[src/rtl/pwm_drive_monitor.sv]
// rtl/pwm_drive_monitor.sv - L298 drive-line monitor: PWM period/high-time/duty, direction, stall and fault
module pwm_drive_monitor #(
    parameter int CNT_W   = 16,
    parameter int TIMEOUT = 65535
) (
    input  logic             W5,
    input  logic             rst_n,
    input  logic             pwm_in,
    input  logic             in1,
    input  logic             in2,
    output logic [CNT_W-1:0] period,
    output logic [CNT_W-1:0] high_time,
    output logic [6:0]       duty_pct,
    output logic             meas_valid,
    output logic [1:0]       dir,
    output logic             stalled,
    output logic             fault
);

    localparam logic [1:0]       IDLE     = 2'd0;
    localparam logic [1:0]       MEASURE  = 2'd1;
    localparam int               DW       = CNT_W + 7;
    localparam logic [CNT_W-1:0] CNT_MAX  = '1;
    localparam logic [CNT_W-1:0] TMO_LAST = CNT_W'(TIMEOUT - 1);
    localparam logic [CNT_W-1:0] TMO_END  = CNT_W'(TIMEOUT);

    logic             pwm_s1, pwm_s2, pwm_s3, edge_d;
    logic             in1_s1, in1_s2, in2_s1, in2_s2;
    logic [1:0]       state;
    logic [CNT_W-1:0] win_cnt, hi_cnt, tmo_cnt;
    logic             div_busy;
    logic [2:0]       div_step;
    logic [DW-1:0]    div_rem, div_sh;
    logic [6:0]       div_q;
    logic             stall_hit, div_ge;

    // An edge in the same cycle as the timeout always wins.
    assign stall_hit = !edge_d && (tmo_cnt == TMO_LAST);
    assign div_ge    = (div_rem >= div_sh);

    always_ff @(posedge W5 or negedge rst_n) begin
        if (!rst_n) begin
            pwm_s1 <= 1'b0;
            pwm_s2 <= 1'b0;
            pwm_s3 <= 1'b0;
            edge_d <= 1'b0;
            in1_s1 <= 1'b0;
            in1_s2 <= 1'b0;
            in2_s1 <= 1'b0;
            in2_s2 <= 1'b0;
            dir    <= 2'b00;
            fault  <= 1'b0;
        end else begin
            pwm_s1 <= pwm_in;
            pwm_s2 <= pwm_s1;
            pwm_s3 <= pwm_s2;
            edge_d <= pwm_s2 & ~pwm_s3;
            in1_s1 <= in1;
            in1_s2 <= in1_s1;
            in2_s1 <= in2;
            in2_s2 <= in2_s1;
            dir    <= {in2_s2, in1_s2};
            fault  <= in1_s2 & in2_s2 & pwm_s2;
        end
    end

    // Starts at 1 on an edge so stalled rises exactly TIMEOUT cycles after that edge cycle.
    always_ff @(posedge W5 or negedge rst_n) begin
        if (!rst_n) begin
            tmo_cnt <= '0;
        end else if (edge_d) begin
            tmo_cnt <= CNT_W'(1);
        end else if (tmo_cnt != TMO_END) begin
            tmo_cnt <= tmo_cnt + CNT_W'(1);
        end
    end

    always_ff @(posedge W5 or negedge rst_n) begin
        if (!rst_n) begin
            state      <= IDLE;
            win_cnt    <= '0;
            hi_cnt     <= '0;
            period     <= '0;
            high_time  <= '0;
            duty_pct   <= 7'd0;
            meas_valid <= 1'b0;
            stalled    <= 1'b0;
            div_busy   <= 1'b0;
            div_step   <= 3'd0;
            div_rem    <= '0;
            div_sh     <= '0;
            div_q      <= 7'd0;
        end else begin
            meas_valid <= 1'b0;

            // Restoring divide, one quotient bit per cycle, then one cycle to publish.
            if (div_busy && !stall_hit) begin
                if (div_step == 3'd7) begin
                    duty_pct   <= div_q;
                    meas_valid <= 1'b1;
                    div_busy   <= 1'b0;
                end else begin
                    if (div_ge) begin
                        div_rem <= div_rem - div_sh;
                    end
                    div_q    <= {div_q[5:0], div_ge};
                    div_sh   <= div_sh >> 1;
                    div_step <= div_step + 3'd1;
                end
            end

            if (edge_d) begin
                stalled <= 1'b0;
                state   <= MEASURE;
                win_cnt <= CNT_W'(1);
                hi_cnt  <= CNT_W'(pwm_s3);
                if (state == MEASURE && !div_busy) begin
                    period    <= win_cnt;
                    high_time <= hi_cnt;
                    div_rem   <= DW'(hi_cnt) * DW'(100);
                    div_sh    <= DW'(win_cnt) << 6;
                    div_q     <= 7'd0;
                    div_step  <= 3'd0;
                    div_busy  <= 1'b1;
                end
            end else if (stall_hit) begin
                stalled    <= 1'b1;
                period     <= '0;
                high_time  <= '0;
                duty_pct   <= pwm_s3 ? 7'd100 : 7'd0;
                meas_valid <= 1'b1;
                div_busy   <= 1'b0;
                state      <= IDLE;
            end else if (state == MEASURE) begin
                if (win_cnt != CNT_MAX) begin
                    win_cnt <= win_cnt + CNT_W'(1);
                end
                if (pwm_s3 && hi_cnt != CNT_MAX) begin
                    hi_cnt <= hi_cnt + CNT_W'(1);
                end
            end
        end
    end

endmodule

[config.mk]
export PLATFORM = sky130hd
export DESIGN_NAME = pwm_drive_monitor
export DESIGN_NICKNAME = d
export VERILOG_FILES = /design/src/rtl/pwm_drive_monitor.sv
export SDC_FILE = /design/constraint.sdc
export NUM_CORES = 1
export LEC_CHECK = 0
export ABC_AREA = 1
export CAP_MARGIN = 20
export CELL_PAD_IN_SITES_DETAIL_PLACEMENT = 1
export CELL_PAD_IN_SITES_GLOBAL_PLACEMENT = 1
export CORE_MARGIN = 8
export CORE_UTILIZATION = 30
export DETAILED_ROUTE_END_ITERATION = 7
export PLACE_DENSITY = 0.61
export SLEW_MARGIN = 0
export SYNTH_ARGS = -nofsm -noshare
export SYNTH_HDL_FRONTEND = slang
export SYNTH_SLANG_ARGS = --single-unit
export TNS_END_PERCENT = 30
[constraint.sdc]
create_clock -name W5 -period 4.3 [get_ports W5]
set_input_delay 1.075 -clock W5 [delete_from_list [all_inputs] [get_ports W5]]
set_output_delay 1.075 -clock W5 [all_outputs]
set_load 0.05 [all_outputs]
==> out/qor_table.md, run 1 <==
| Quantity | This run | Unit |
| --- | --- | --- |
| Outcome | completed | - |
| Final estimated routing congestion in global placement | 0.8688 | - |
| Worst-Skew Late Latency | 0.44 | ns |
| Total via count in the routed design | 9245 | - |
| Vias in the first global route | 9536 | - |
| CP Cell Sequence | ha_1 > ha_1 > inv_1 > fa_1 > inv_1 > ha_1 > a21oi_1 > nand2_1 > nand2_1 > nand3_1 > a21o_1 > o21ai_0 > a21oi_1 > nor2_1 | - |
| Arr. time, crit path | 3.55 | ns |
| Share of synthesized area occupied by flip-flops and latches | 0.3761 | - |
| Number of cells upsized or downsized after cts | 0 | - |
| Residual DRC count | 0 | - |
| Most frequent cell on the critical path | sky130_fd_sc_hd__ha_1 | - |
| Max Clock Skew | 0.01429 | ns |
| Hold slack | 0.3526 | ns |
| CP peak stage delay | 0.51 | ns |
| Headroom to the max-slew limit | 0.3753 | - |
| Input/output buffers | 48 | - |
| Mapped Cells | 1425 | - |
| Wire length of the first global-routing pass | 52180 | um |
| Overflow left after global routing | 0 | - |
| TritonCTS clock tree | built | - |
| Synthesized area divided by synthesized cell count | 7.377 | sq um |
| Total of endpoints with negative setup slack in the final report | 0 | - |
| Critical path's top delay family | adder cells | - |
| Detailed router's first-iteration violation count | 401 | - |
| Final hold violations | 0 | - |
| Antenna violations before repair | 0 | - |
| First-pass detailed-route iteration total | 4 | - |
| Area of all placed cells without fillers | 0.01202 | sq mm |
| Final Critical Period | 3.186 | ns |
| CP Class | reg -> reg | - |
| Max Root-Sink Buffers | 2 | - |
| GRT Total Usage | 0.1571 | - |
| Number of buffers inserted by post-CTS setup repair | 0 | - |
| Final design utilization | 0.3479 | - |
| Horizontal die dimension | 203.2 | um |
| Placed wire-length estimate | 24530 | um |
| Netlist Area Pre-Place | 0.01051 | sq mm |
| Number of top-level design ports | 49 | - |
| Most frequent cells in the layout | sky130_fd_sc_hd__nand2_1, sky130_fd_sc_hd__inv_1, sky130_fd_sc_hd__dfrtp_1 | - |
| Fraction of layout cells with a size suffix above 1 | 0.03671 | - |
| Count of buffer and inverter cells on the critical path | 2 | - |
| Layout Cells excl Fill | 1926 | - |
| Final-report max-slew violation count | 0 | - |
| Count of antenna diodes in the layout | 0 | - |
| Power density relative to cell area | 686.7 | mW/mm^2 |
| Setup crit start kind | flip-flop | - |
| Overall die height | 203.2 | um |
| Max Freq | 313.9 | MHz |
| DRT Wirelength | 31930 | um |
| CP Capture Type | flip-flop | - |
| Nets | 1556 | - |
| Cell Rows | 68 | - |
| Clock root buffer | sky130_fd_sc_hd__clkbuf_16 | - |
| Synthesized Nets | 1521 | - |
| Instance area after placement | 0.01145 | sq mm |
| Vias/cell | 4.800 | - |
| Synthesized flop and latch total | 158 | - |
| Antenna-violating nets left | 0 | - |
| Clock-pin slew on the worst setup and hold paths | 0.06 | ns |
| Number of hold buffers added after cts | 0 | - |
| Leak | 6.120 | nW |
| Number of buffers created by CTS | 17 | - |
| Effective utilization at floorplan | 0.3043 | - |
| Maximum number of pins on one net before global-route repair | 79 | - |
| Number of H-tree branching levels | 4 | - |
| Most common cell after layout, fill and taps aside | sky130_fd_sc_hd__nand2_1 | - |
| Average routed wire per standard cell | 16.58 | um |
| Number of warnings issued by yosys | 0 | - |
| Max rail drop VDD | 0.3159 | mV |
| Data required, critical path | 4.66 | ns |
| Summed negative setup slack over all endpoints | 0 | ns |
| RSZ-0062 raised after global routing | no | - |
| Number of distinct library cells after synthesis | 43 | - |
| Clock Sink Count | 158 | - |
| Signed area change from the synthesized netlist to the final layout | 14.32 | % |
| Final critical-path share of the clock period | 0.7410 | - |
| Class of the tightest hold or removal check | reg -> reg | - |
| Slew at the pin closest to its max-slew limit | 0.9347 | ns |
| Largest fanout of any net on the critical path | 6 | - |
| Die ar. | 0.04129 | sq mm |
| Master of the slowest instance on the critical path | sky130_fd_sc_hd__fa_1 | - |
| Core ar. | 0.03454 | sq mm |
| Total instance count after detailed placement | 1896 | - |
| Maximum Capacitance Violations | 0 | - |
report_power, final:
part	switching [mW]	leakage [nW]	internal, mW
Sequential	0.285	2.01	1.91
Combinational	3.08	3.84	1.49
Clock	0.668	0.270	0.822
cell type report:
class                   instances  area (sq um)
repair buffers                 57         561.8
flip-flops and latches        158          3954
multi-input cells             985          5459
clock buffers                  18         439.2
inverters                     241         907.1
fillers                      4312         22530
clock inverters                12         127.6
well taps                     455         569.3
state kept, by name (all words and copies together) (netlist names), 2 cells and up:
signal     flops
div_step       3
hi_cnt        16
div_rem       23
high_time     16
dir            2
win_cnt       16
duty_pct       7
period        16
tmo_cnt       16
div_sh        23
div_q          7
cell usage after synthesis (all sizes together):
cell type | instances | area share
clkinv | 1 | 0.00036
nor2 | 120 | 0.044
nor3 | 17 | 0.0081
xnor2 | 6 | 0.0050
nand3 | 116 | 0.058
nor4 | 1 | 0.00060
o21ai | 105 | 0.050
nand4 | 22 | 0.015
o22ai | 4 | 0.0024
nand2 | 324 | 0.12
o31ai | 17 | 0.012
buf | 17 | 0.010
o21bai | 3 | 0.0021
and2 | 2 | 0.0012
or2 | 3 | 0.0018
o211ai | 1 | 0.00071
ha | 79 | 0.094
dfrtp | 158 | 0.38
xor2 | 24 | 0.020
o21a | 2 | 0.0014
inv | 240 | 0.086
a21o | 2 | 0.0014
a21oi | 114 | 0.055
clkbuf | 24 | 0.0086
and3 | 1 | 0.00060
fa | 12 | 0.023
a31oi | 3 | 0.0018
o211a | 1 | 0.00095
a211oi | 3 | 0.0021
nand3b | 3 | 0.0021
cell families (layout without fill, tap and decap cells):
logic type / count (synthesis) / in the layout / synth area share
and+or+nand+nor: 609 / 609 / 0.2470
DFF: 158 / 158 / 0.3761
AOI/OAI and AO/OA: 255 / 255 / 0.1297
xor gates and xnor gates: 30 / 30 / 0.02499
adders and majority gates: 91 / 91 / 0.1169
buffers and inverters: 282 / 328 / 0.1053
final timing paths:
| check | startpoint | to | slack [ns] | cells past startpoint |
|---|---|---|---|---|
| max reg2reg | hi_cnt[3] | div_rem[18] | 1.11 | 14 |
| max in group asynchronous | rst_n | high_time[6] | 2.80 | 2 |
| max | hi_cnt[3] | div_rem[18] | 1.11 | 14 |
| min reg2reg | in1_s1 | in1_s2 | 0.35 | 0 |
| min | in1_s1 | in1_s2 | 0.35 | 0 |
| min in group asynchronous | rst_n | duty_pct[4] | 0.68 | 1 |
layer usage:
layer / wire, um / track usage / up-vias
met5: 0 / 0 / -
met4: 561 / 0.04429 / 0
met3: 928 / 0.02539 / 24
met2: 14340 / 0.2480 / 92
met1: 16100 / 0.2195 / 4469
li1: - / - / 4660
through the flow:
| step | setup WS, ns | total power [mW] |
|---|---|---|
| after detailed placement | 1.103 | 6.831 |
| after global routing | 0.8120 | 9.072 |
| after floorplan | 1.441 | 5.498 |
| after global placement | 1.189 | 6.742 |
| after CTS | 1.094 | 8.382 |
| final | 1.114 | 8.252 |
No activity file was read; power rests on OpenSTA's default activity.
==> run 2: changes to the inputs <==
--- a/config.mk
+++ b/config.mk
@@ -12,7 +12,7 @@
 export CORE_MARGIN = 8
 export CORE_UTILIZATION = 30
 export DETAILED_ROUTE_END_ITERATION = 7
-export PLACE_DENSITY = 0.61
+export PLACE_DENSITY = 0.63
 export SLEW_MARGIN = 0
 export SYNTH_ARGS = -nofsm -noshare
 export SYNTH_HDL_FRONTEND = slang
==> constraint.sdc (replaced) <==
create_clock -name W5 -period 2.7 [get_ports W5]
set_input_delay 0.675 -clock W5 [delete_from_list [all_inputs] [get_ports W5]]
set_output_delay 0.675 -clock W5 [all_outputs]
set_load 0.05 [all_outputs]
==> out/qor_table.md, run 2 (synthesis gave the netlist of run 1 again) <==
| Quantity | This run | Unit |
| --- | --- | --- |
| Wire length on met1 | 16220 | um |
| Data required, critical path | 3.05 | ns |
| Largest fanout of any net on the critical path | 4 | - |
| Antenna violations before repair | 0 | - |
| Count of buffer and inverter cells on the critical path | 4 | - |
| CP Class | reg -> reg | - |
| Count of antenna diodes in the layout | 0 | - |
| Setup crit start kind | flip-flop | - |
| CP Cell Sequence | ha_4 > ha_2 > inv_1 > fa_1 > inv_2 > ha_4 > a21o_1 > a31oi_1 > inv_1 > nand3_1 > nand2_1 > nand2_1 > nand3_2 > nand2_1 > inv_1 | - |
| RSZ-0062 raised after global routing | yes | - |
| Number of top-level design ports | 49 | - |
| Switch share | 0.4841 | - |
| Total via count in the routed design | 9835 | - |
| Signed area change from the synthesized netlist to the final layout | 25.97 | % |
| Class of the tightest hold or removal check | in -> async | - |
| Vias/cell | 4.866 | - |
| Max Clock Skew | 0.01672 | ns |
| TritonCTS clock tree | built | - |
| Critical path's top delay family | adder cells | - |
| DRT Wirelength | 33810 | um |
| CP Capture Type | flip-flop | - |
| Max rail drop VDD | 0.5218 | mV |
| Input/output buffers | 48 | - |
| First-pass detailed-route iteration total | 5 | - |
| Detailed router's first-iteration violation count | 397 | - |
| Met2 wire length | 16230 | um |
| Logic depth of the worst register-to-register path | 15 | - |
| Final-report max-slew violation count | 0 | - |
| Arr. time, crit path | 3.30 | ns |
| Master of the slowest instance on the critical path | sky130_fd_sc_hd__fa_1 | - |
| Maximum Capacitance Violations | 0 | - |
| Final critical-path share of the clock period | 1.092 | - |
| Top routing layer in use | met4 | - |
| Failing checks | negative setup slack | - |
| Die ar. | 0.04129 | sq mm |
| Overflow left after global routing | 0 | - |
| Wire length of the first global-routing pass | 54960 | um |
| Core ar. | 0.03454 | sq mm |
| Share of total power in the clock network | 0.180 | - |
| Antenna-violating nets left | 0 | - |
| Switch Pwr | 6.540 | mW |
| Cell Rows | 68 | - |
| Met3 wire len | 732 | um |
| Max Root-Sink Buffers | 2 | - |
| Leak | 6.615 | nW |
| Effective utilization at floorplan | 0.3043 | - |
| Vias in the first global route | 10380 | - |
| Layout Cells excl Fill | 2021 | - |
| Most frequent cells in the layout | sky130_fd_sc_hd__nand2_1, sky130_fd_sc_hd__inv_1, sky130_fd_sc_hd__dfrtp_1 | - |
| Logic depth of the worst setup path including buffers | 15 | - |
| Slew at the pin closest to its max-slew limit | 0.5688 | ns |
| Final design utilization | 0.3834 | - |
| Headroom to the max-slew limit | 0.6196 | - |
| GRT Total Usage | 0.1636 | - |
| Clock Sink Count | 158 | - |
| Placed wire-length estimate | 25650 | um |
| Flop pwr share | 0.259 | - |
| Final Critical Period | 2.948 | ns |
| Setup slack of the critical path after layout | -0.2482 | ns |
| Largest registers | div_rem: 23 flops, div_sh: 23 flops | - |
| Outcome | finished, violations left | - |
| Average routed wire per standard cell | 16.73 | um |
| Clock-pin slew on the worst setup and hold paths | 0.08 | ns |
| Most common cell after layout, fill and taps aside | sky130_fd_sc_hd__nand2_1 | - |
| Nets | 1649 | - |
| Fraction of layout cells with a size suffix above 1 | 0.1443 | - |
| Final hold violations | 0 | - |
| Final estimated routing congestion in global placement | 0.8335 | - |
| Residual DRC count | 0 | - |
| CP peak stage delay | 0.49 | ns |
| Worst-Skew Late Latency | 0.44 | ns |
| Maximum number of pins on one net before global-route repair | 56 | - |
| Number of hold buffers added after cts | 0 | - |
| Number of buffers created by CTS | 17 | - |
| Horizontal die dimension | 203.2 | um |
| Total of endpoints with negative setup slack in the final report | 12 | - |
| Internal power | 6.968 | mW |
| Max Freq | 339.2 | MHz |
| Power density relative to cell area | 1020 | mW/mm^2 |
| Overall die height | 203.2 | um |
| Total instance count after detailed placement | 1975 | - |
| Number of H-tree branching levels | 4 | - |
| Proportion of power drawn by combinational gates | 0.562 | - |
| Clock root buffer | sky130_fd_sc_hd__clkbuf_16 | - |
## run 2: cell types whose count changed in the layout (fill, tap and decap cells not counted), sizes merged
cell / delta
inv: -1
buf: +93
clkinv: +2
bufinv: -1
clkbuf: +3
clkinvlp: -1
## run 2: area by class of cell
class | instances | area, sq um
Fill cell | 4302 | 21300
Multi-Input combinational cell | 985 | 5916
Sequential cell | 158 | 3960
Timing Repair Buffer | 150 | 1313
Inverter | 241 | 907.1
Tap cell | 455 | 569.3
Clock buffer | 21 | 480.5
Clock inverter | 11 | 97.59
## run 2: final timing paths
| check | from | to | slack (ns) |
|---|---|---|---|
| setup / recovery | hi_cnt[5] | div_rem[20] | -0.25 |
| hold / removal | rst_n | div_q[5] | 0.16 |
| setup reg to reg | hi_cnt[5] | div_rem[20] | -0.25 |
| hold reg to reg | pwm_s1 | pwm_s2 | 0.35 |
| max in group asynchronous | rst_n | dir[0] | 1.84 |
| min in group W5 | pwm_s1 | pwm_s2 | 0.35 |
## run 2: power by group through the flow
stage	clock network, mW	logic (mW)	registers [mW]
floorplan	0	5.01	3.78
global placement	0	7.44	3.51
detailed placement	0	7.58	3.52
CTS	2.49	7.67	3.49
global route	2.58	8.63	3.58
finish	2.42	7.59	3.49
## run 2: worst reg2reg max path, delay by kind of cell (launching register included)
kind	cells	cell delay, ns
adder cells (fa/ha/maj)	4	1.34
flip-flops	1	0.45
AND/OR/NAND/NOR	5	0.43
AO/OA/AOI/OAI	2	0.39
buffers and inverters	4	0.25
## run 2: per-layer routing
layer  GRT usage  vias to the layer above
li1            -                     4843
met1      0.2155                     4858
met2      0.2772                       95
met3     0.02523                       39
met4     0.04170                        0
met5           0                        -
## run 2: what timing repair did
item | in CTS | in global routing
setup endpoints to repair | 12 | 14
endpoints found under the hold margin | 0 | 0
pin swaps | 36 | 20
resized for setup | 48 | 32
buffers inserted | 8 | 6
## run 2: metrics by stage
step | hold slack [ns] | setup TNS [ns] | worst slack [ns] | instance area, sq um | total power, mW
2_1_floorplan | 0.3312 | -0.01616 | -0.009547 | 10650 | 8.791
3_3_place_gp | 0.3326 | -1.879 | -0.2352 | 12220 | 10.94
3_5_place_dp | 0.3372 | -2.450 | -0.2953 | 12220 | 11.10
4_1_cts | 0.1697 | -1.270 | -0.1693 | 13040 | 13.65
5_1_grt | 0.1723 | -3.323 | -0.3421 | 13240 | 14.78
6_report | 0.1618 | -1.786 | -0.2482 | 13240 | 13.51
==> run 3: changes to the inputs <==
--- a/config.mk
+++ b/config.mk
@@ -9,6 +9,7 @@
 export CAP_MARGIN = 20
 export CELL_PAD_IN_SITES_DETAIL_PLACEMENT = 1
 export CELL_PAD_IN_SITES_GLOBAL_PLACEMENT = 1
+export CORE_ASPECT_RATIO = 1.5
 export CORE_MARGIN = 8
 export CORE_UTILIZATION = 30
 export DETAILED_ROUTE_END_ITERATION = 7
==> out/qor_table.md, run 3 (synthesis gave the netlist of run 1 again) <==
| Quantity | This run | Unit |
| --- | --- | --- |
| Outcome | finished, violations left | - |
| Failing checks | negative setup slack | - |
| Origin of the critical flop-to-flop path | hi_cnt[7] | - |
| Most common cell after layout, fill and taps aside | sky130_fd_sc_hd__nand2_1 | - |
| First-pass detailed-route iteration total | 4 | - |
| Most frequent cells in the layout | sky130_fd_sc_hd__nand2_1, sky130_fd_sc_hd__inv_1, sky130_fd_sc_hd__dfrtp_1 | - |
| Clock root buffer | sky130_fd_sc_hd__clkbuf_16 | - |
| Headroom to the max-slew limit | 0.6235 | - |
| Final Critical Period | 3.049 | ns |
| Max Root-Sink Buffers | 2 | - |
| Number of inserted filler cells in the final layout | 4292 | - |
| TritonCTS clock tree | built | - |
| CP peak stage delay | 0.51 | ns |
| Max rail drop VDD | 0.6031 | mV |
| Internal power | 7.166 | mW |
| Clock-pin slew on the worst setup and hold paths | 0.07 | ns |
| Wire length of the first global-routing pass | 57530 | um |
| Count of buffer and inverter cells on the critical path | 3 | - |
| Critical path's top delay family | adder cells | - |
| Share of total power in the clock network | 0.186 | - |
| Max Freq | 327.9 | MHz |
| Final estimated routing congestion in global placement | 0.8987 | - |
| CP Capture Type | flip-flop | - |
| Switch share | 0.4874 | - |
| Vias/cell | 4.854 | - |
| Slew at the pin closest to its max-slew limit | 0.5631 | ns |
| Core ar. | 0.03479 | sq mm |
| Maximum number of pins on one net before global-route repair | 121 | - |
| Power density relative to cell area | 1043 | mW/mm^2 |
| Placed wire-length estimate | 27970 | um |
| Crit path launch | hi_cnt[7] | - |
| Final design utilization | 0.3854 | - |
| Vias in the first global route | 10750 | - |
| Final critical-path share of the clock period | 1.129 | - |
| Final-report max-slew violation count | 0 | - |
| Overflow left after global routing | 0 | - |
| Setup crit start kind | flip-flop | - |
| GRT Total Usage | 0.1785 | - |
| Overall die height | 245.3 | um |
| Effective utilization at floorplan | 0.3022 | - |
| Detailed router's first-iteration violation count | 353 | - |
| Count of antenna diodes in the layout | 0 | - |
| RSZ-0062 raised after global routing | yes | - |
| Maximum Capacitance Violations | 0 | - |
| Number of hold buffers added after cts | 0 | - |
| Number of buffers created by CTS | 17 | - |
| CP Cell Sequence | ha_4 > ha_1 > inv_1 > fa_1 > inv_2 > ha_4 > buf_6 > nand2_4 > nor2_4 > nand2_1 > o211ai_1 > nand3_1 > nand2_2 > a21oi_2 > o21ai_2 > nand2_1 | - |
| Cell Rows | 84 | - |
| Horizontal die dimension | 168.8 | um |
| Data required, critical path | 3.04 | ns |
| Class of the tightest hold or removal check | in -> async | - |
| CP Class | reg -> reg | - |
| Arr. time, crit path | 3.38 | ns |
| Worst-Skew Late Latency | 0.46 | ns |
| Clock Sink Count | 158 | - |
| Post-Place Setup Slack | -0.5125 | ns |
| Signed area change from the synthesized netlist to the final layout | 27.53 | % |
| Antenna violations before repair | 0 | - |
| Largest fanout of any net on the critical path | 4 | - |
| Master of the slowest instance on the critical path | sky130_fd_sc_hd__fa_1 | - |
| Total via count in the routed design | 9941 | - |
| Number of H-tree branching levels | 4 | - |
| Input/output buffers | 48 | - |
| Final hold violations | 0 | - |
| Setup slack of the critical path after layout | -0.3494 | ns |
| Total of endpoints with negative setup slack in the final report | 12 | - |
| Flop pwr share | 0.249 | - |
| Antenna-violating nets left | 0 | - |
| Average routed wire per standard cell | 17.84 | um |
| Leak | 6.695 | nW |
| Proportion of power drawn by combinational gates | 0.565 | - |
| Largest registers | div_rem: 23 flops, div_sh: 23 flops | - |
| Nets | 1658 | - |
| Number of top-level design ports | 49 | - |
| Total design power | 13.98 | mW |
| Switch Pwr | 6.814 | mW |
| Die ar. | 0.04141 | sq mm |
| Residual DRC count | 0 | - |
| DRT Wirelength | 36540 | um |
| Fraction of layout cells with a size suffix above 1 | 0.1460 | - |
| Max Clock Skew | 0.01531 | ns |
[run 3: cell types whose count changed in the layout (fill, tap and decap cells not counted), moves of 3 or more]
cell | before | now
sky130_fd_sc_hd__buf_6 | 5 | 11
sky130_fd_sc_hd__clkbuf_8 | 4 | 0
sky130_fd_sc_hd__dfrtp_1 | 153 | 156
sky130_fd_sc_hd__dfrtp_2 | 5 | 2
sky130_fd_sc_hd__nand2_2 | 11 | 8
[run 3: routing by layer]
layer | wire length, um | track usage
met5 | 0 | 0
met4 | 1465 | 0.07875
met3 | 768 | 0.02332
met2 | 20650 | 0.3582
met1 | 13650 | 0.1771
[run 3: final cells by class]
cell class / instances / area (sq um) / share of cell area
flip-flops and latches: 158 / 3956 / 0.2951
inverters: 241 / 907.1 / 0.06766
clock inverters: 15 / 193.9 / 0.01447
clock buffers: 17 / 425.4 / 0.03173
repair buffers: 159 / 1415 / 0.1056
well taps: 473 / 591.8 / 0.04414
multi-input cells: 985 / 5917 / 0.4413
[run 3: worst paths after layout]
path,end,slack (ns),cells after the start
max in group asynchronous,tmo_cnt[10],1.79,2
worst min register to register,in1_s2,0.35,0
worst max-delay path,div_rem[15],-0.35,16
worst min-delay path,hi_cnt[15],0.19,1
min in group W5,in1_s2,0.35,0
worst max register to register,div_rem[15],-0.35,16
[run 3: power by group through the flow]
stage               combinational (mW)  clock [mW]  sequential [mW]
CTS                               7.98        2.67             3.49
finish                            7.90        2.60             3.49
floorplan                         5.01           0             3.78
global placement                  7.78           0             3.50
global route                      8.92        2.74             3.56
detailed placement                7.90           0             3.53
[run 3: timing repair]
action / CTS / global route
pin swaps: 28 / 42
setup buffers: 4 / 10
endpoints found under the setup margin: 12 / 29
resized for setup: 32 / 54
[run 3: per-stage QoR]
stage | area (sq um) | hold WS, ns | setup TNS (ns) | cells
after floorplan | 10650 | 0.3312 | -0.01616 | 1425
after global placement | 12320 | 0.3356 | -3.038 | 2002
after detailed placement | 12320 | 0.3403 | -3.733 | 2002
after CTS | 13090 | 0.1899 | -2.710 | 2038
after global routing | 13410 | 0.2106 | -4.274 | 2048
final | 13410 | 0.1864 | -2.619 | 2048
